--- src/rtl/stack_client.sv ---
// stack_client: command-side initiator for the stack unit.
//
// Accepts one host command at a time (valid/ready), forwards it to the stack
// with transition signalling on rdy_out/ack_in, and returns the stack's
// dataout/esito through a one-entry response register.
//
// Optional feature macro: STACK_CLIENT_TIMEOUT_EN
//   Defined   - ack watchdog of TIMEOUT_CYCLES cycles in WAIT; rsp_timeout flags
//               a watchdog-generated response.
//   Undefined - WAIT lasts until ack; rsp_timeout is tied to 0.
//
// Ports:
//   clock, reset_n          clock and asynchronous active-low reset
//   cmd_valid/cmd_ready     host command handshake
//   cmd_op/cmd_data/cmd_n   command: 0 PUSH,1 POP,2 SUM,3 SUB,4 MEAN (5-7 illegal)
//   rsp_valid/rsp_ready     host response handshake
//   rsp_data/rsp_esito      stack result (signed, bit-exact) and success flag
//   rsp_timeout             response produced by the watchdog
//   rdy_out                 request line to stack rdy_in (one toggle per request)
//   op_out/data_out/n_out   operation, operand and MEAN count to the stack
//   ack_in                  stack ack (toggles once per completed request)
//   stack_data/stack_esito  stack dataout/esito
//   busy                    high whenever the FSM is not in IDLE
module stack_client #(
  parameter int unsigned DATA_W         = 32,
  parameter int unsigned N_W            = 10,
  parameter int unsigned TIMEOUT_CYCLES = 1024
) (
  input  logic              clock,
  input  logic              reset_n,
  input  logic              cmd_valid,
  output logic              cmd_ready,
  input  logic [2:0]        cmd_op,
  input  logic [DATA_W-1:0] cmd_data,
  input  logic [N_W-1:0]    cmd_n,
  output logic              rsp_valid,
  input  logic              rsp_ready,
  output logic [DATA_W-1:0] rsp_data,
  output logic              rsp_esito,
  output logic              rsp_timeout,
  output logic              rdy_out,
  output logic [2:0]        op_out,
  output logic [DATA_W-1:0] data_out,
  output logic [N_W-1:0]    n_out,
  input  logic              ack_in,
  input  logic [DATA_W-1:0] stack_data,
  input  logic              stack_esito,
  output logic              busy
);

  localparam logic [2:0] OpMean = 3'd4;

  typedef enum logic [1:0] {StIdle, StWait, StResp} state_e;

  state_e state_q;
  logic   ack_match;
  logic   cmd_legal;

  if (TIMEOUT_CYCLES < 1) begin : g_cfg_check
    $error("stack_client: TIMEOUT_CYCLES must be at least 1");
  end

  // No request outstanding when the stack's ack level has caught up with ours.
  assign ack_match = (ack_in == rdy_out);
  assign cmd_legal = (cmd_op <= OpMean) && !((cmd_op == OpMean) && (cmd_n == '0));

  // After a watchdog timeout the request is still outstanding, so IDLE must
  // wait for the late ack before accepting anything new.
  assign cmd_ready = (state_q == StIdle) && ack_match;
  assign busy      = (state_q != StIdle);

`ifdef STACK_CLIENT_TIMEOUT_EN
  localparam int unsigned CntW = (TIMEOUT_CYCLES > 1) ? $clog2(TIMEOUT_CYCLES) : 1;

  logic [CntW-1:0] cnt_q;
  logic            timeout_hit;

  assign timeout_hit = (cnt_q == CntW'(TIMEOUT_CYCLES - 1));
`else
  assign rsp_timeout = 1'b0;
`endif

  always_ff @(posedge clock or negedge reset_n) begin
    if (!reset_n) begin
      state_q     <= StIdle;
      rdy_out     <= 1'b0;
      op_out      <= '0;
      data_out    <= '0;
      n_out       <= '0;
      rsp_valid   <= 1'b0;
      rsp_data    <= '0;
      rsp_esito   <= 1'b0;
`ifdef STACK_CLIENT_TIMEOUT_EN
      rsp_timeout <= 1'b0;
      cnt_q       <= '0;
`endif
    end else begin
      unique case (state_q)
        StIdle: begin
          if (cmd_valid && cmd_ready) begin
            if (cmd_legal) begin
              op_out   <= cmd_op;
              data_out <= cmd_data;
              n_out    <= cmd_n;
              rdy_out  <= ~rdy_out;
`ifdef STACK_CLIENT_TIMEOUT_EN
              cnt_q    <= '0;
`endif
              state_q  <= StWait;
            end else begin
              // Rejected locally: the stack never sees it.
              rsp_data    <= '0;
              rsp_esito   <= 1'b0;
`ifdef STACK_CLIENT_TIMEOUT_EN
              rsp_timeout <= 1'b0;
`endif
              rsp_valid   <= 1'b1;
              state_q     <= StResp;
            end
          end
        end
        StWait: begin
          if (ack_match) begin
            rsp_data    <= stack_data;
            rsp_esito   <= stack_esito;
`ifdef STACK_CLIENT_TIMEOUT_EN
            rsp_timeout <= 1'b0;
`endif
            rsp_valid   <= 1'b1;
            state_q     <= StResp;
`ifdef STACK_CLIENT_TIMEOUT_EN
          end else if (timeout_hit) begin
            // rdy_out stays toggled: the request remains outstanding.
            rsp_data    <= '0;
            rsp_esito   <= 1'b0;
            rsp_timeout <= 1'b1;
            rsp_valid   <= 1'b1;
            state_q     <= StResp;
          end else begin
            cnt_q <= cnt_q + 1'b1;
`endif
          end
        end
        StResp: begin
          // rsp_valid is always set in RESP, so rsp_ready alone completes it.
          if (rsp_ready) begin
            rsp_valid <= 1'b0;
            state_q   <= StIdle;
          end
        end
        default: state_q <= StIdle;
      endcase
    end
  end

endmodule

--- config.mk ---
export PLATFORM = sky130hd
export DESIGN_NAME = stack_client
export DESIGN_NICKNAME = d
export VERILOG_FILES = /design/src/rtl/stack_client.sv
export SDC_FILE = /design/constraint.sdc
export NUM_CORES = 1
export LEC_CHECK = 0
export ABC_AREA = 1
export BUFFER_PORTS_ARGS = -buffer_cell sky130_fd_sc_hd__buf_2
export CORE_MARGIN = 4
export CORE_UTILIZATION = 30
export DETAILED_ROUTE_END_ITERATION = 12
export GPL_TIMING_DRIVEN = 0
export PLACE_DENSITY = 0.53
export SETUP_SLACK_MARGIN = 0.1
export SLEW_MARGIN = 15
export SYNTH_ARGS = -nofsm -noshare
export SYNTH_HDL_FRONTEND = slang
export SYNTH_SLANG_ARGS = --single-unit
--- constraint.sdc ---
create_clock -name clock -period 1.4 [get_ports clock]
set_input_delay 0.42 -clock clock [delete_from_list [all_inputs] [get_ports clock]]
set_output_delay 0.42 -clock clock [all_outputs]
set_load 0.02 [all_outputs]
Word-level counts from Yosys, hierarchy flattened
Index checks and enable logic that the tools add are counted.

cells by class
  equal/unequal tests = 8
  reduce and logical (&&, ||, !) cells = 14
  muxes and demuxes = 18
  bitwise gates (word level) = 1
  magnitude comparators = 1

operator list
  cell                                                                      count
  32-bit two-way mux                                                        3
  32-bit one-hot mux with 2 select lines                                    1
  10-bit zero test                                                          1
  2-bit two-way mux                                                         4
  1-bit two-way mux                                                         7
  2-bit inequality test (second input constant)                             3
  2-bit one-hot mux with 3 select lines                                     1
  3-bit AND reduction                                                       2
  5-bit AND reduction                                                       1
  1-bit logical AND                                                         4
  4-bit AND reduction                                                       1
  2-bit nonzero test                                                        2
  3-bit equality test (second input constant)                               1
  3-bit <= comparator (second input constant)                               1
  1-bit one-hot mux with 3 select lines                                     1
  3-bit nonzero test                                                        1
  2-bit by 1-bit equality test with 1-bit output (second input constant)    1
  2-bit equality test (second input constant)                               1
  2-bit zero test                                                           1
  2-bit by 1-bit inequality test with 1-bit output (second input constant)  1
  1-bit one-hot mux with 2 select lines                                     1
  1-bit equality test                                                       1
  1-bit zero test                                                           1
  1-bit NOT                                                                 1

storage, ports and cells
  register bits after elaboration = 82
  output and inout bits = 83

Logic depth before layout (Yosys ltp)
  depth in word-level cells = 7
  depth in mapped cells = 9
  mapped depth without buffers = 9

Least setup slack after synthesis
Ideal clock, no wire load.

  path kind = register -> register
  start point = register rdy_out
  end point = register data_out[19]
  period minus slack after synthesis = 1419 ps
  path buffers = 2
  slack = -19 ps
  arrival time = 1297 ps
  cell stages (with the launch flop) = 10
  required time = 1279 ps
  cells stage by stage = dfrtp_1 -> inv_2 -> nand2_1 -> nand2_1 -> nor3_2 -> nand3_1 -> buf_6 -> buf_6 -> nand2_1 -> o21ai_1

between the ends
  word-level cells in the longest chain between the ends = 4

RTL lines
  element                        line  source
  start: declaration             41    output logic rdy_out,
  start signal: assignment       105   rdy_out <= ~rdy_out;
  1-bit equality test            64    assign ack_match = (ack_in == rdy_out);
  1-bit logical AND              69    assign cmd_ready = (state_q == StIdle) && ack_match;
  1-bit logical AND              100   if (cmd_valid && cmd_ready) begin
  3-bit AND reduction (no line)  --
  end signal: assignment         103   data_out <= cmd_data;
  end: declaration               43    output logic [DATA_W-1:0] data_out,

No other way between the ends.
A chain may end at the register's enable or synchronous reset.

Worst setup path in the final report
  start point = register rdy_out
  end point = output cmd_ready

between the ends
  word-level cells in the longest chain between the ends = 2

RTL lines
  element              line  source
  1-bit equality test  64
  1-bit logical AND    69
  end: declaration     32    output logic cmd_ready,

No other way between the ends.

==> summary.txt <==
Placement
  • GP Congestion: 0.7157
  • Post-DP HPWL: about 7400 um
  • Port Buf Inserts: between 150 and 200
  • Placed cells: 747
  • DP Worst Slack: -0.3409 ns

GRT
  • Number of global-route vias before repair: 3385
  • Gr ovfl total: 0
  • GRT Total Usage: 0.1489
  • GRT met2 Usage: 0.2436
  • Global routing usage on met3: 0.04901
  • Initial antenna violation count: 0
  • First-pass GRT wire length: 17260 um
  • M1 GR Usage: 0.1924
  • Largest net degree at the start of global routing: 45
  • Most Used Layer, Global Route: met2

Status
  • Violated checks: setup timing
  • Status: finished, violations left

Die
  • Cell row count: 40
  • Starting Density: 0.3084
  • Core area: 12110 um^2
  • Die Y: about 120 um
  • Die width: 119.6 um
  • I/O Pins: approximately 170
  • Die area: between 10000 and 15000 um^2

Finish
  • Post-Layout Cell Count: 821
  • Post-layout nets: 732
  • N_diodes: 0
  • Most common cell after layout, fill and taps aside: nand2_1
  • Share of layout cells above drive strength 1: 0.5069
  • FILL cells: 1148
  • Multi-input logic area: 1435 um^2
  • Reg area: 2053 um^2
  • Area Growth Syn to Fin: 72.06%
  • Commonest cells after routing, fill and taps aside: 146 x nand2_1, 88 x buf_6, 83 x buf_2

Min path
  • Hold Crit Class: input port to asynchronous set/reset pin

Clock network
  • Clock H-tree levels: 3
  • CTS Buffer Depth: 2
  • CTS tree: yes
  • Worst-Skew Late Latency: 0.33 ns
  • Number of buffers created by CTS: 9
  • CTS clk-pin slew, worst paths: 0.06 ns
  • Hold_buf cts: 0
  • Root Driver: clkbuf_16
  • CTS sink count: 82

Critical path
  • CP Class: register to output port
  • FF-to-FF End: op_out[2]$_DFFE_PN0P_
  • R2R cell count: 9
  • Critical Path Source: rdy_out$_DFFE_PN0P_
  • Critical Path Source Type: register
  • Worst setup path end: cmd_ready
  • Arr. time, crit path: about 1.1 ns
  • R2R setup slack: -0.13 ns
  • Worst Path Max Fanout: 3
  • Endpoint class of the critical path: output port
  • Critical path data required time: 0.98 ns
  • Reg2reg start: rdy_out$_DFFE_PN0P_

Routing
  • Post-route DRC: 0
  • Post-DR wirelength/cell: 13.15 um
  • Via count: about 3500
  • Vias per cell: 4.241
  • DRT iter0 DRCs: 161
  • ANT nets after route: 0
  • Wirelength, routed: 10800 um
  • Router iterations before antenna repair: 4

Power and ir drop
  • Combinational group share of total power: 0.563
  • Clk pwr share: 0.158
  • P_int: 9495 uW
  • Pwr/cell area: between 2000 and 2500 nW/um^2
  • Peak supply drop: around 0.0011 V
  • Leak: between 0.003 and 0.004 uW
  • Switch share: 0.3753
  • Flop pwr share: 0.279
  • Tot Pwr: around 15000 uW
  • Switch Pwr: 5703 uW

STA
  • Slew headroom: 0.6396
  • RSZ-0062 raised after global routing: true
  • Max-slew violation count: 0
  • Worst-Margin Slew: 0.5405 ns
  • Setup Skew: 0.006935 ns
  • Setup violators final: 70
  • Slack of the critical path: -0.1625 ns
  • Fin crit share: 1.116
  • Fin crit period: 1.562 ns
  • Final Hold Fails: 0
  • Fmax: between 600 and 700 MHz

Flow run
  • Max cap viols: 0

Synthesis
  • Compound-Gate Fraction of Synth Area: 0.1049
  • Xor and xnor area share after synthesis: 0.002345
  • Combinational family with the most area after synthesis: simple AND/OR/NAND/NOR gates
  • Mux share of post-synthesis cell area: 0
  • Syn Std Cell Area: 3735 um^2
  • Adder-cell share of the synthesized area: 0
  • Simple-gate share of the synthesized area: 0.2456
  • Synth warn: 0
  • Syn Area/Cell: 9.021 um^2
  • Number of synthesized register bits: 82
  • Synthesized instance count: ~410
  • Seq/Total Area, Yosys: 0.5494
  • Post-Syn Nets: ~500
  • Synth cell types: 25
## per-stage QoR
step | cell area (um^2) | TNS (ns) | hold WS [ns] | utilization
after detailed placement | 4863 | -24.83 | 0.4504 | 0.4016
after global placement | 4833 | -92.84 | 0.4510 | 0.3991
after global routing | 6426 | -14.08 | 0.1057 | 0.5306
after CTS | 6045 | -8.168 | 0.08642 | 0.4991
after floorplan | 3802 | 0 | 0.1244 | -
final | 6426 | -7.179 | 0.07391 | 0.5306
## state kept, by name, summed over array words and instances (netlist names)
register   flops
data_out      32
n_out         10
op_out         3
rdy_out        1
rsp_data      32
rsp_esito      1
rsp_valid      1
state_q        2
## metal layers
| metal | wire [um] | vias up |
|---|---|---|
| met5 | 0 | - |
| li1 | - | 1744 |
| met2 | 5271 | 95 |
| met1 | 4653 | 1634 |
| met4 | 104 | 0 |
| met3 | 765 | 9 |
## timing repair
action                     CTS  global route
pin swaps                    3             0
setup buffers               32            21
cloned                       6             1
resized for setup          147            67
setup endpoints to repair  135           161
## how the worst min path moves through the flow
| stage | startpoint | to |
|---|---|---|
| floorplan | reset_n | data_out[0]$_DFFE_PN0P_ |
| global placement | rsp_data[23]$_DFFE_PN0P_ | rsp_data[23]$_DFFE_PN0P_ |
| detailed placement | reset_n | rsp_data[21]$_DFFE_PN0P_ |
| CTS | reset_n | rsp_data[21]$_DFFE_PN0P_ |
| global route | reset_n | rsp_data[19]$_DFFE_PN0P_ |
| finish | reset_n | rsp_data[14]$_DFFE_PN0P_ |
## power groups by stage
stage	Clock, uW	Combinational (uW)	Sequential (uW)
6_report	2400	8560	4240
5_1_grt	2600	9160	4360
4_1_cts	2500	7730	4130
3_5_place_dp	0	5510	4020
3_3_place_gp	0	5450	4000
2_1_floorplan	0	2320	5290
## logic make-up (layout without fill, tap and decap cells)
| family | Yosys count | in the layout |
|---|---|---|
| simple gates | 205 | 206 |
| flops | 82 | 82 |
| buf+inv | 75 | 313 |
| compound gates | 50 | 50 |
| other cells | 1 | 1 |
| xor+xnor | 1 | 1 |
## synth_stat cells (all sizes together)
master	number	area (um^2)
nand2	160	605.6
nor2	7	28.78
nor3	2	15.01
nand3b	33	247.7
xor2	1	8.760
buf	16	138.9
o21bai	1	7.510
o21ai	47	370.4
a21oi	1	5.000
conb	1	3.750
o2111ai	1	8.760
clkbuf	7	27.52
inv	52	195.2
nand3	3	20.02
dfrtp	82	2052
## cell type report
class / instances / area share
Multi-Input combinational cell: 258 / 0.2233
Inverter: 52 / 0.03037
Tap cell: 168 / 0.03271
Buffer: 22 / 0.04361
Clock buffer: 13 / 0.04206
Clock inverter: 2 / 0.005452
Timing Repair Buffer: 224 / 0.3030
Sequential cell: 82 / 0.3195
## worst max-delay path: stages (launching register included)
cell	delay (ns)
dfrtp_2	0.43
nand2_2	0.09
nand2_4	0.05
nor2_2	0.11
buf_6	0.13
No activity file was read; power rests on OpenSTA's default activity.
